[src/rtl/fb_pkg.sv]
// Shared frame-buffer geometry and draw-FSM encoding.
// Both the rectangle-fill stage and the scan-out stage import this package.
package fb_pkg;

   localparam int unsigned FB_WIDTH     = 400;
   localparam int unsigned FB_HEIGHT    = 300;
   localparam int unsigned X_BITS       = 9;
   localparam int unsigned Y_BITS       = 9;
   localparam int unsigned ADDR_BITS    = 17;
   localparam int unsigned CHANNEL_BITS = 2;
   localparam int unsigned COLOR_BITS   = 3 * CHANNEL_BITS;

   typedef enum logic [1:0] {
      StIdle,
      StSetup,
      StRow,
      StDone
   } fb_state_e;

endpackage

[src/rtl/fb_byte_mask.sv]
// Works out how many pixels fit in the current 32-bit word and the matching byte enables.
// n = min(4 - b, remaining); we has bits b .. b+n-1 set.
module fb_byte_mask
   import fb_pkg::*;
(
   input  logic [1:0]      b,
   input  logic [X_BITS:0] remaining,
   output logic [2:0]      n,
   output logic [3:0]      we
);

   logic [2:0] avail;
   logic [3:0] ones;

   always_comb begin
      avail = 3'd4 - {1'b0, b};
      if (remaining < {{(X_BITS - 2){1'b0}}, avail}) begin
         n = remaining[2:0];
      end else begin
         n = avail;
      end
      unique case (n)
         3'd0:    ones = 4'b0000;
         3'd1:    ones = 4'b0001;
         3'd2:    ones = 4'b0011;
         3'd3:    ones = 4'b0111;
         default: ones = 4'b1111;
      endcase
      we = ones << b;
   end

endmodule

[src/rtl/fb_rect_fill.sv]
// Solid rectangle fill into the downscaled frame buffer, up to four pixels per write,
// clipped to the buffer bounds. Write-port outputs are registered.
module fb_rect_fill
   import fb_pkg::*;
(
   input  logic                  clk,
   input  logic                  rst,
   input  logic                  cmd_valid,
   output logic                  cmd_ready,
   input  logic [X_BITS-1:0]     cmd_x0,
   input  logic [Y_BITS-1:0]     cmd_y0,
   input  logic [X_BITS-1:0]     cmd_x1,
   input  logic [Y_BITS-1:0]     cmd_y1,
   input  logic [COLOR_BITS-1:0] cmd_color,
   output logic                  busy,
   output logic                  done,
   output logic [31:0]           buffer_addr,
   output logic [31:0]           buffer_din,
   output logic                  buffer_en,
   output logic                  buffer_rst,
   output logic [3:0]            buffer_we
);

   localparam logic [X_BITS-1:0]    X_MAX      = X_BITS'(FB_WIDTH - 1);
   localparam logic [Y_BITS-1:0]    Y_MAX      = Y_BITS'(FB_HEIGHT - 1);
   localparam logic [ADDR_BITS-1:0] ROW_STRIDE = ADDR_BITS'(FB_WIDTH);

   fb_state_e              state_q;
   logic [X_BITS-1:0]      x0_q, x1_q, x_cur_q;
   logic [Y_BITS-1:0]      y0_q, y1_q, y_cur_q;
   logic [COLOR_BITS-1:0]  color_q;
   logic [ADDR_BITS-1:0]   row_base_q;
   logic                   last_q;

   logic [X_BITS-1:0]      x1c, x_sel;
   logic [Y_BITS-1:0]      y1c, y_sel;
   logic                   empty, setup, issue, row_end, last;
   logic [ADDR_BITS-1:0]   base, addr;
   logic [X_BITS:0]        remaining, x_next;
   logic [2:0]             n;
   logic [3:0]             we;
   logic [7:0]             pixel;

   assign buffer_rst = 1'b0;
   assign cmd_ready  = (state_q == StIdle) & ~rst;

   assign x1c   = (x1_q > X_MAX) ? X_MAX : x1_q;
   assign y1c   = (y1_q > Y_MAX) ? Y_MAX : y1_q;
   assign empty = (x0_q > x1c) | (y0_q > y1c) | (x0_q > X_MAX) | (y0_q > Y_MAX);

   // SETUP issues the first write itself so it is visible in the very next cycle.
   assign setup = (state_q == StSetup);
   assign issue = (setup & ~empty) | ((state_q == StRow) & ~last_q);
   assign base  = setup ? ADDR_BITS'(y0_q) * ROW_STRIDE : row_base_q;
   assign x_sel = setup ? x0_q : x_cur_q;
   assign y_sel = setup ? y0_q : y_cur_q;
   assign addr  = base + ADDR_BITS'(x_sel);

   assign remaining = {1'b0, x1c} - {1'b0, x_sel} + (X_BITS + 1)'(1);
   assign x_next    = {1'b0, x_sel} + (X_BITS + 1)'(n);
   assign row_end   = x_next > {1'b0, x1c};
   assign last      = row_end & (y_sel == y1c);
   assign pixel     = {{(8 - COLOR_BITS){1'b0}}, color_q};

   fb_byte_mask u_byte_mask (
      .b         (addr[1:0]),
      .remaining (remaining),
      .n         (n),
      .we        (we)
   );

   always_ff @(posedge clk or posedge rst) begin
      if (rst) begin
         state_q     <= StIdle;
         x0_q        <= '0;
         x1_q        <= '0;
         x_cur_q     <= '0;
         y0_q        <= '0;
         y1_q        <= '0;
         y_cur_q     <= '0;
         color_q     <= '0;
         row_base_q  <= '0;
         last_q      <= 1'b0;
         busy        <= 1'b0;
         done        <= 1'b0;
         buffer_addr <= '0;
         buffer_din  <= '0;
         buffer_en   <= 1'b0;
         buffer_we   <= '0;
      end else begin
         buffer_en <= 1'b0;
         buffer_we <= '0;
         done      <= 1'b0;

         if (issue) begin
            buffer_en   <= 1'b1;
            buffer_we   <= we;
            buffer_addr <= {{(32 - ADDR_BITS){1'b0}}, addr[ADDR_BITS-1:2], 2'b00};
            buffer_din  <= {4{pixel}};
            last_q      <= last;
            if (row_end) begin
               x_cur_q    <= x0_q;
               y_cur_q    <= y_sel + Y_BITS'(1);
               row_base_q <= base + ROW_STRIDE;
            end else begin
               x_cur_q    <= x_next[X_BITS-1:0];
               y_cur_q    <= y_sel;
               row_base_q <= base;
            end
         end

         unique case (state_q)
            StIdle: begin
               if (cmd_valid) begin
                  x0_q    <= cmd_x0;
                  y0_q    <= cmd_y0;
                  x1_q    <= cmd_x1;
                  y1_q    <= cmd_y1;
                  color_q <= cmd_color;
                  busy    <= 1'b1;
                  state_q <= StSetup;
               end
            end
            StSetup: begin
               if (empty) begin
                  done    <= 1'b1;
                  state_q <= StDone;
               end else begin
                  state_q <= StRow;
               end
            end
            StRow: begin
               // last_q marks that the write now on the port was the final one.
               if (last_q) begin
                  done    <= 1'b1;
                  state_q <= StDone;
               end
            end
            StDone: begin
               busy    <= 1'b0;
               state_q <= StIdle;
            end
            default: state_q <= StIdle;
         endcase
      end
   end

endmodule

[config.mk]
export PLATFORM = sky130hd
export DESIGN_NAME = fb_rect_fill
export DESIGN_NICKNAME = d
export VERILOG_FILES = /design/src/rtl/fb_pkg.sv /design/src/rtl/fb_byte_mask.sv /design/src/rtl/fb_rect_fill.sv
export SDC_FILE = /design/constraint.sdc
export NUM_CORES = 1
export LEC_CHECK = 0
export BUFFER_PORTS_ARGS = -buffer_cell sky130_fd_sc_hd__buf_4
export CORE_MARGIN = 2
export CORE_UTILIZATION = 55
export CTS_BUF_LIST = sky130_fd_sc_hd__clkbuf_16
export DETAILED_ROUTE_END_ITERATION = 10
export GPL_TIMING_DRIVEN = 0
export PLACE_DENSITY = 0.77
export SYNTH_ARGS = -nofsm -noshare
export SYNTH_HDL_FRONTEND = slang
export SYNTH_SLANG_ARGS = --single-unit
[constraint.sdc]
create_clock -name clk -period 9.3 [get_ports clk]
set_clock_uncertainty 0.2 [all_clocks]
set_input_delay 1.86 -clock clk [delete_from_list [all_inputs] [get_ports clk]]
set_output_delay 1.86 -clock clk [all_outputs]
set_load 0.01 [all_outputs]
---- Word-level counts from Yosys, hierarchy flattened ----
Cells that the tools add are included.
W data, S select, Z words.
cells by class
  equality and inequality tests ........... 9
  $mul .................................... 1
  add/subtract/negate cells ............... 7
  shift operators ......................... 1
  $lt $le $gt $ge ......................... 8
  bitwise logic cells ..................... 11
  muxes and demuxes ....................... 21
  div/mod/pow operators ................... 0
  reductions and logical operators ........ 6
operator list
  operator                 number
  $mux W9                  6
  $gt A9 B9 Y1 const B     4
  $mux W17                 2
  $gt A9 B9 Y1             2
  $add A17 B9 Y17          1
  $add A17 B9 Y17 const B  1
  $pmux W4 S4              1
  $mul A9 B5 Y13 const B   1
  $add A10 B1 Y10 const B  1
  $add A9 B3 Y10           1
  $gt A10 B9 Y1            1
  $lt A10 B3 Y1            1
  $sub A9 B9 Y10           1
  $add A9 B1 Y9 const B    1
  $eq A9 B9 Y1             1
  $pmux W2 S4              1
  $eq A3 B2 Y1 const B     2
  $reduce_and A2 Y1        3
  $mux W1                  5
  $and A1 B1 Y1            4
  $eq A2 B2 Y1 const B     2
  $mux W2                  2
  $mux W4                  1
  $ne A2 B2 Y1 const B     2
  other kinds (11)         17
storage, ports and cells
  memory bits (read-only) ................. 0
  word-level logic and storage cells ...... 80
  memories ................................ 0
  register bits ........................... 126
  memory bits (writable) .................. 0
  input bits .............................. 45
  output and inout port bits .............. 73
  bits in latches ......................... 0

---- Depth between registers and ports, before layout ----
  word-level depth ........................ 10
  gate-level depth with buffers ........... 41
  depth with buffers taken out ............ 34

---- By module ----
Synthesis repeated with hierarchy kept, for this count alone.
unflattened totals
  cells, all modules ...................... 930
  area total of the unflattened synthesis .. 8827.2 um^2
modules (own cells, without submodules)
  module        area an instance (um^2)  cells an instance  instances
  fb_rect_fill  8516.9                   891                1
  fb_byte_mask  310.3                    39                 1

---- Worst setup path after synthesis ----
OpenSTA, ideal clock, no wires.
  path type ............................... reg-to-reg
  start point ............................. register state_q[1]
  end point ............................... register last_q
  setup time .............................. 0.104 ns
  path buffers ............................ 7
  arrival time ............................ 7.855 ns
  cell stages (with the launch flop) ...... 38
  required time ........................... 8.996 ns
  path slack .............................. 1.142 ns
  cells stage by stage .................... dfrtp_1 > inv_1 > ha_1 > buf_6 > buf_2 > buf_4 > buf_2 > clkbuf_1 > clkbuf_1 > mux2i_1 > inv_1 > ha_1 > inv_1 > ha_1 > inv_1 > fa_1 > inv_1 > ha_1 > [... 2 more ...] > and4bb_1 > nand4_1 > nor2_1 > mux2i_1 > inv_1 > ha_1 > a21oi_1 > or4_4 > nor2_1 > xnor2_1 > ha_1 > o21a_1 > o21ai_0 > a22oi_1 > a2bb2oi_2 > buf_6 > or4_1 > o41ai_2
between the ends
  longest elaborated chain between the ends .. 9
RTL lines
  what                                               line                                    text
  from (decl)                                        fb_rect_fill.sv:28                      fb_state_e state_q;
  from (signal assigned)                             fb_rect_fill.sv:74                      state_q <= StIdle;
  from (signal assigned)                             fb_rect_fill.sv:121                     state_q <= StSetup;
  from (signal assigned)                             fb_rect_fill.sv:127                     state_q <= StDone;
  $eq A2 B1 Y1                                       fb_rect_fill.sv:52                      assign setup = (state_q == StSetup);
  $mux W9 or $mux W17 (tied branches)                fb_rect_fill.sv:55, fb_rect_fill.sv:54
  $sub A9 B9 Y10 or $add A17 B9 Y17 (tied branches)  fb_rect_fill.sv:59, fb_rect_fill.sv:57
  $add A10 B1 Y10 or $sub A3 B2 Y3 (tied branches)   fb_rect_fill.sv:59, fb_byte_mask.sv:16
  $lt A10 B3 Y1                                      fb_byte_mask.sv:17                      if (remaining < {{(X_BITS - 2){1'b0}}, avail}) begin
  $mux W3                                            fb_byte_mask.sv:17
  $add A9 B3 Y10                                     fb_rect_fill.sv:60                      assign x_next = {1'b0, x_sel} + (X_BITS + 1)'(n);
  $gt A10 B9 Y1                                      fb_rect_fill.sv:61                      assign row_end = x_next > {1'b0, x1c};
  $and A1 B1 Y1                                      fb_rect_fill.sv:62                      assign last = row_end & (y_sel == y1c);
  to (signal assigned)                               fb_rect_fill.sv:100                     last_q <= last;
  to (decl)                                          fb_rect_fill.sv:33                      logic last_q;
Several ways; a longest one is shown, not always the timed one.
A chain may end at the register's enable or synchronous reset.

---- Worst setup path after layout ----
  start point ............................. register state_q[1]
  end point ............................... register y_cur_q[2]
between the ends
  longest elaborated chain between the ends .. 9
RTL lines
  what                                               line                                    text
  $eq A2 B1 Y1                                       fb_rect_fill.sv:52
  $mux W9 or $mux W17 (tied branches)                fb_rect_fill.sv:55, fb_rect_fill.sv:54
  $sub A9 B9 Y10 or $add A17 B9 Y17 (tied branches)  fb_rect_fill.sv:59, fb_rect_fill.sv:57
  $add A10 B1 Y10 or $sub A3 B2 Y3 (tied branches)   fb_rect_fill.sv:59, fb_byte_mask.sv:16
  $lt A10 B3 Y1                                      fb_byte_mask.sv:17
  $mux W3                                            fb_byte_mask.sv:17
  $add A9 B3 Y10                                     fb_rect_fill.sv:60
  $gt A10 B9 Y1                                      fb_rect_fill.sv:61
  $mux W9                                            fb_rect_fill.sv:101                     if (row_end) begin
  to (signal assigned)                               fb_rect_fill.sv:103                     y_cur_q <= y_sel + Y_BITS'(1);
  to (signal assigned)                               fb_rect_fill.sv:107                     y_cur_q <= y_sel;
  to (decl)                                          fb_rect_fill.sv:30                      logic [Y_BITS-1:0] y0_q, y1_q, y_cur_q;
Several ways; a longest one is shown, not always the timed one.

==> results list <==
- In this design, the stage delay of the slowest critical-path cell is 0.58 ns.
* Number of synthesis warnings: 0
- Final-stage net count: 1231
* Final Critical Period: 8.74 ns
- Slew at the pin with the worst max-slew slack: 0.794 ns
- Type of element launching the critical path: register
- In the post-route analysis, the smallest setup slack over all paths is 0.564 ns.
* Fraction of the core area covered by cells at the end of the flow: 65.3%
* Number of standard cells in the layout, taps in and fillers out: 1293
- Start-to-end type of the worst setup path: register to register
- TritonCTS built the clock tree.
* CTS Root Buffer Type: sky130_fd_sc_hd__clkbuf_16
* Combined area of all synthesized cells: 0.00865 mm^2
* Max Fanout on Critical Path: 28
- After clock tree synthesis, the clock-pin slew on the worst setup and hold paths is 0.08 ns.
* Count of buffering cells on the critical path with inverters included: 11
- Buffers inserted to repair hold after CTS numbered 0.
- Routability-driven placement finished with a final weighted congestion of 0.958.
* TritonCTS buffer count: 9
- Clock tree synthesis found a total of 108 sinks.
* Commonest non-fill, non-tap cells in the layout: sky130_fd_sc_hd__buf_4 (135), sky130_fd_sc_hd__dfrtp_1 (108), sky130_fd_sc_hd__ha_1 (102)
* Proportion of layout cells with a drive suffix above 1: 20.4%
- Rows: 45
* Area growth from synthesis to layout: 15.6%
- Core box area: 0.0153 mm^2
- After global routing the overflow that remains totals 0.
- Post-synthesis cell type with the largest combined area: sky130_fd_sc_hd__dfrtp_1
- Most frequent standard cell in the layout excluding fill and tap cells: sky130_fd_sc_hd__buf_4
- For met3 alone, demand over resource in global routing was 4.54%.
- Vias after detailed routing: 7170
* Global-route met2 utilization: 42.2%
- Counting tap cells, the placed design contains a total of 1279 instances.
* Effective utilization at floorplan: 56.5%
- After detailed routing, the number of remaining DRC violations is 0.
* Number of enable-type register cells in the synthesized netlist: 0
- No sink is reached through more buffers than the 2 on the longest clock path.
* Clock latency on the worst-skew pair: 0.37 ns
* Largest delay contributor family on the critical path: adder cells
- Number of buffers added for setup after CTS: 0
* Setup repair after global routing missed its margin: no
- Post-synthesis sequential element count: 108
- After layout, the worst path uses 93.9% of the clock period.
- For this design, the slowest cell found on the critical path is sky130_fd_sc_hd__or4_4.
* Max cap viols: 0
- Post-DP HPWL: 15800 um
- Number of I/O port buffers: 91
- Status: finished clean
- Counting flops with an async set or reset pin after synthesis yields a share of 100%.
- GRT met1 Usage: 33.2%
- Initial antenna violation count: 0
- The first detailed-routing pass ran for 5 iterations.
- Global-route wire length before repair: 33400 um
- Cell count after synthesis: 951
- Number of distinct library cells after synthesis: 74
- Entering global routing, the biggest net connects 63 pins.
- Post-placement worst setup slack: -0.181 ns
* Count of final setup violators: 0
- WP data required: 9.32 ns
- Hold WC Path Type: register to register
- Final Slew Violations: 0
* Worst path arrival time: 8.76 ns
- Placed instance area: 0.00972 mm^2
- Global routing consumed, over all layers together, 25.3% of the routing resources.
* Share of the synthesized area in the top cell type: 31.2%
* Maximum achievable frequency: 114 MHz
- The die is 129 um tall.
- Most instantiated flip-flop cell in the synthesis netlist: sky130_fd_sc_hd__dfrtp_1
- Fin area: 0.0100 mm^2
- The H-tree was split into 3 levels.
* Critical path endpoint category: register
- Ports placed on the boundary: 118
- The count of nets left with antenna violations once routing finished came out at 0.
- The repair_antennas step left the layout with diodes totalling 0.
* Routed wire per std cell: 15.6 um
* Main area contributors after synthesis: sky130_fd_sc_hd__dfrtp_1 (31%), sky130_fd_sc_hd__ha_1 (15%), sky130_fd_sc_hd__mux2_2 (6.0%)
- Worst max-slew margin expressed relative to the limit: 47.1%
- Via density per instance: 5.55
* GR peak layer: met2
- The routed design has 20200 um of wire.
- Average instance area after synthesis: 9.10 um^2
- Vias in the first global route: 6734
* Starting DRC count in detailed routing: 437
- The die is 129 um wide.
* Worst reg2reg setup slack: 0.56 ns
- Final hold violations: 0
- Sequential elements use 31.2% of the synthesized area.
- The die covers 0.0168 mm^2.
==> layer usage <==
| layer | vias up | wire length, um | part of all wire, % |
|---|---|---|---|
| met2 | 178 | 9790 | 48 |
| li1 | 3509 | - | - |
| met4 | 0 | 510 | 2.5 |
| met1 | 3450 | 8910 | 44 |
| met3 | 33 | 1020 | 5.1 |
| met5 | - | 0 | 0 |
==> state kept, by name, summed over array words and instances (netlist names) <==
| name | cells |
|---|---|
| buffer_addr | 15 |
| buffer_din | 6 |
| buffer_en | 1 |
| buffer_we | 4 |
| busy | 1 |
| color_q | 6 |
| done | 1 |
| last_q | 1 |
| row_base_q | 17 |
| state_q | 2 |
| x0_q | 9 |
| x1_q | 9 |
| x_cur_q | 9 |
| y0_q | 9 |
| y1_q | 9 |
| y_cur_q | 9 |
==> cell type report <==
cell class	count	area, um^2
fill	1315	5310
multi-input combinational	711	5270
sequential	108	2700
timing repair buffer	92	711
buffer	71	460
inverter	84	318
tap	211	264
clock buffer	9	225
clock inverter	7	56.3
==> repair_timing <==
item,4_1_cts,5_1_grt
gates resized for setup,1,3
hold endpoints to repair,0,0
setup endpoints to repair,21,30
==> through the flow <==
step           TNS (ns)  hold WS (ns)
2_1_floorplan         0         0.240
3_3_place_gp     -0.161         0.248
3_5_place_dp      -1.92         0.259
4_1_cts               0         0.273
5_1_grt               0         0.292
6_report              0         0.274
==> synthesized netlist by cell type (4+ instances only) <==
| cell | instances |
|---|---|
| sky130_fd_sc_hd__a211o_1 | 5 |
| sky130_fd_sc_hd__a211oi_1 | 4 |
| sky130_fd_sc_hd__a21o_1 | 11 |
| sky130_fd_sc_hd__a21oi_1 | 60 |
| sky130_fd_sc_hd__a22oi_1 | 5 |
| sky130_fd_sc_hd__a31oi_1 | 11 |
| sky130_fd_sc_hd__and2_1 | 6 |
| sky130_fd_sc_hd__and3_1 | 7 |
| sky130_fd_sc_hd__buf_1 | 4 |
| sky130_fd_sc_hd__buf_2 | 5 |
| sky130_fd_sc_hd__buf_4 | 45 |
| sky130_fd_sc_hd__clkbuf_1 | 17 |
| sky130_fd_sc_hd__dfrtp_1 | 108 |
| sky130_fd_sc_hd__fa_1 | 7 |
| sky130_fd_sc_hd__ha_1 | 102 |
| sky130_fd_sc_hd__inv_1 | 84 |
| sky130_fd_sc_hd__mux2_2 | 46 |
| sky130_fd_sc_hd__mux2i_1 | 21 |
| sky130_fd_sc_hd__nand2_1 | 87 |
| sky130_fd_sc_hd__nand2b_1 | 11 |
| sky130_fd_sc_hd__nand3_1 | 10 |
| sky130_fd_sc_hd__nand4_1 | 15 |
| sky130_fd_sc_hd__nor2_1 | 75 |
| sky130_fd_sc_hd__nor2b_1 | 15 |
| sky130_fd_sc_hd__nor3_1 | 11 |
| sky130_fd_sc_hd__nor4_1 | 5 |
| sky130_fd_sc_hd__o21a_1 | 9 |
| sky130_fd_sc_hd__o21ai_0 | 32 |
| sky130_fd_sc_hd__o21ai_1 | 4 |
| sky130_fd_sc_hd__o21bai_1 | 5 |
| sky130_fd_sc_hd__o22a_1 | 4 |
| sky130_fd_sc_hd__o31a_1 | 5 |
| sky130_fd_sc_hd__o31ai_1 | 5 |
| sky130_fd_sc_hd__or2_2 | 4 |
| sky130_fd_sc_hd__or3_1 | 4 |
| sky130_fd_sc_hd__xnor2_1 | 31 |
| sky130_fd_sc_hd__xor2_1 | 20 |
==> worst paths after layout <==
check,start,to,cells after the start
setup / recovery,state_q[1],y_cur_q[2],37
hold reg to reg,color_q[4],buffer_din[28],2
setup reg to reg,state_q[1],y_cur_q[2],37
max in group asynchronous,rst,y0_q[1],3
hold / removal,color_q[4],buffer_din[28],2
min in group asynchronous,rst,buffer_addr[4],2
==> cell families (layout without fill, tap and decap cells) <==
| logic type | Yosys count | in the layout | synth area share, % |
|---|---|---|---|
| flops | 108 | 108 | 31.2 |
| simple gates | 267 | 267 | 15.1 |
| mux | 68 | 68 | 8.58 |
| fa+ha+maj | 110 | 110 | 16.5 |
| other cells | 1 | 26 | 0.0433 |
| buf+inv | 157 | 263 | 9.01 |
| compound gates | 189 | 189 | 14.4 |
| xor+xnor | 51 | 51 | 5.16 |
==> worst register-to-register path: cells and delay by family (launching register included) <==
family / cells / cell delay, ns
flops: 1 / 0.43
compound gates: 9 / 1.59
mux: 2 / 0.68
simple gates: 6 / 1.58
buf+inv: 11 / 1.94
xor+xnor: 2 / 0.19
fa+ha+maj: 7 / 2.02
Power is not shown: default switching activity piles up to over one toggle a cycle in this logic, so the estimate is an artifact.
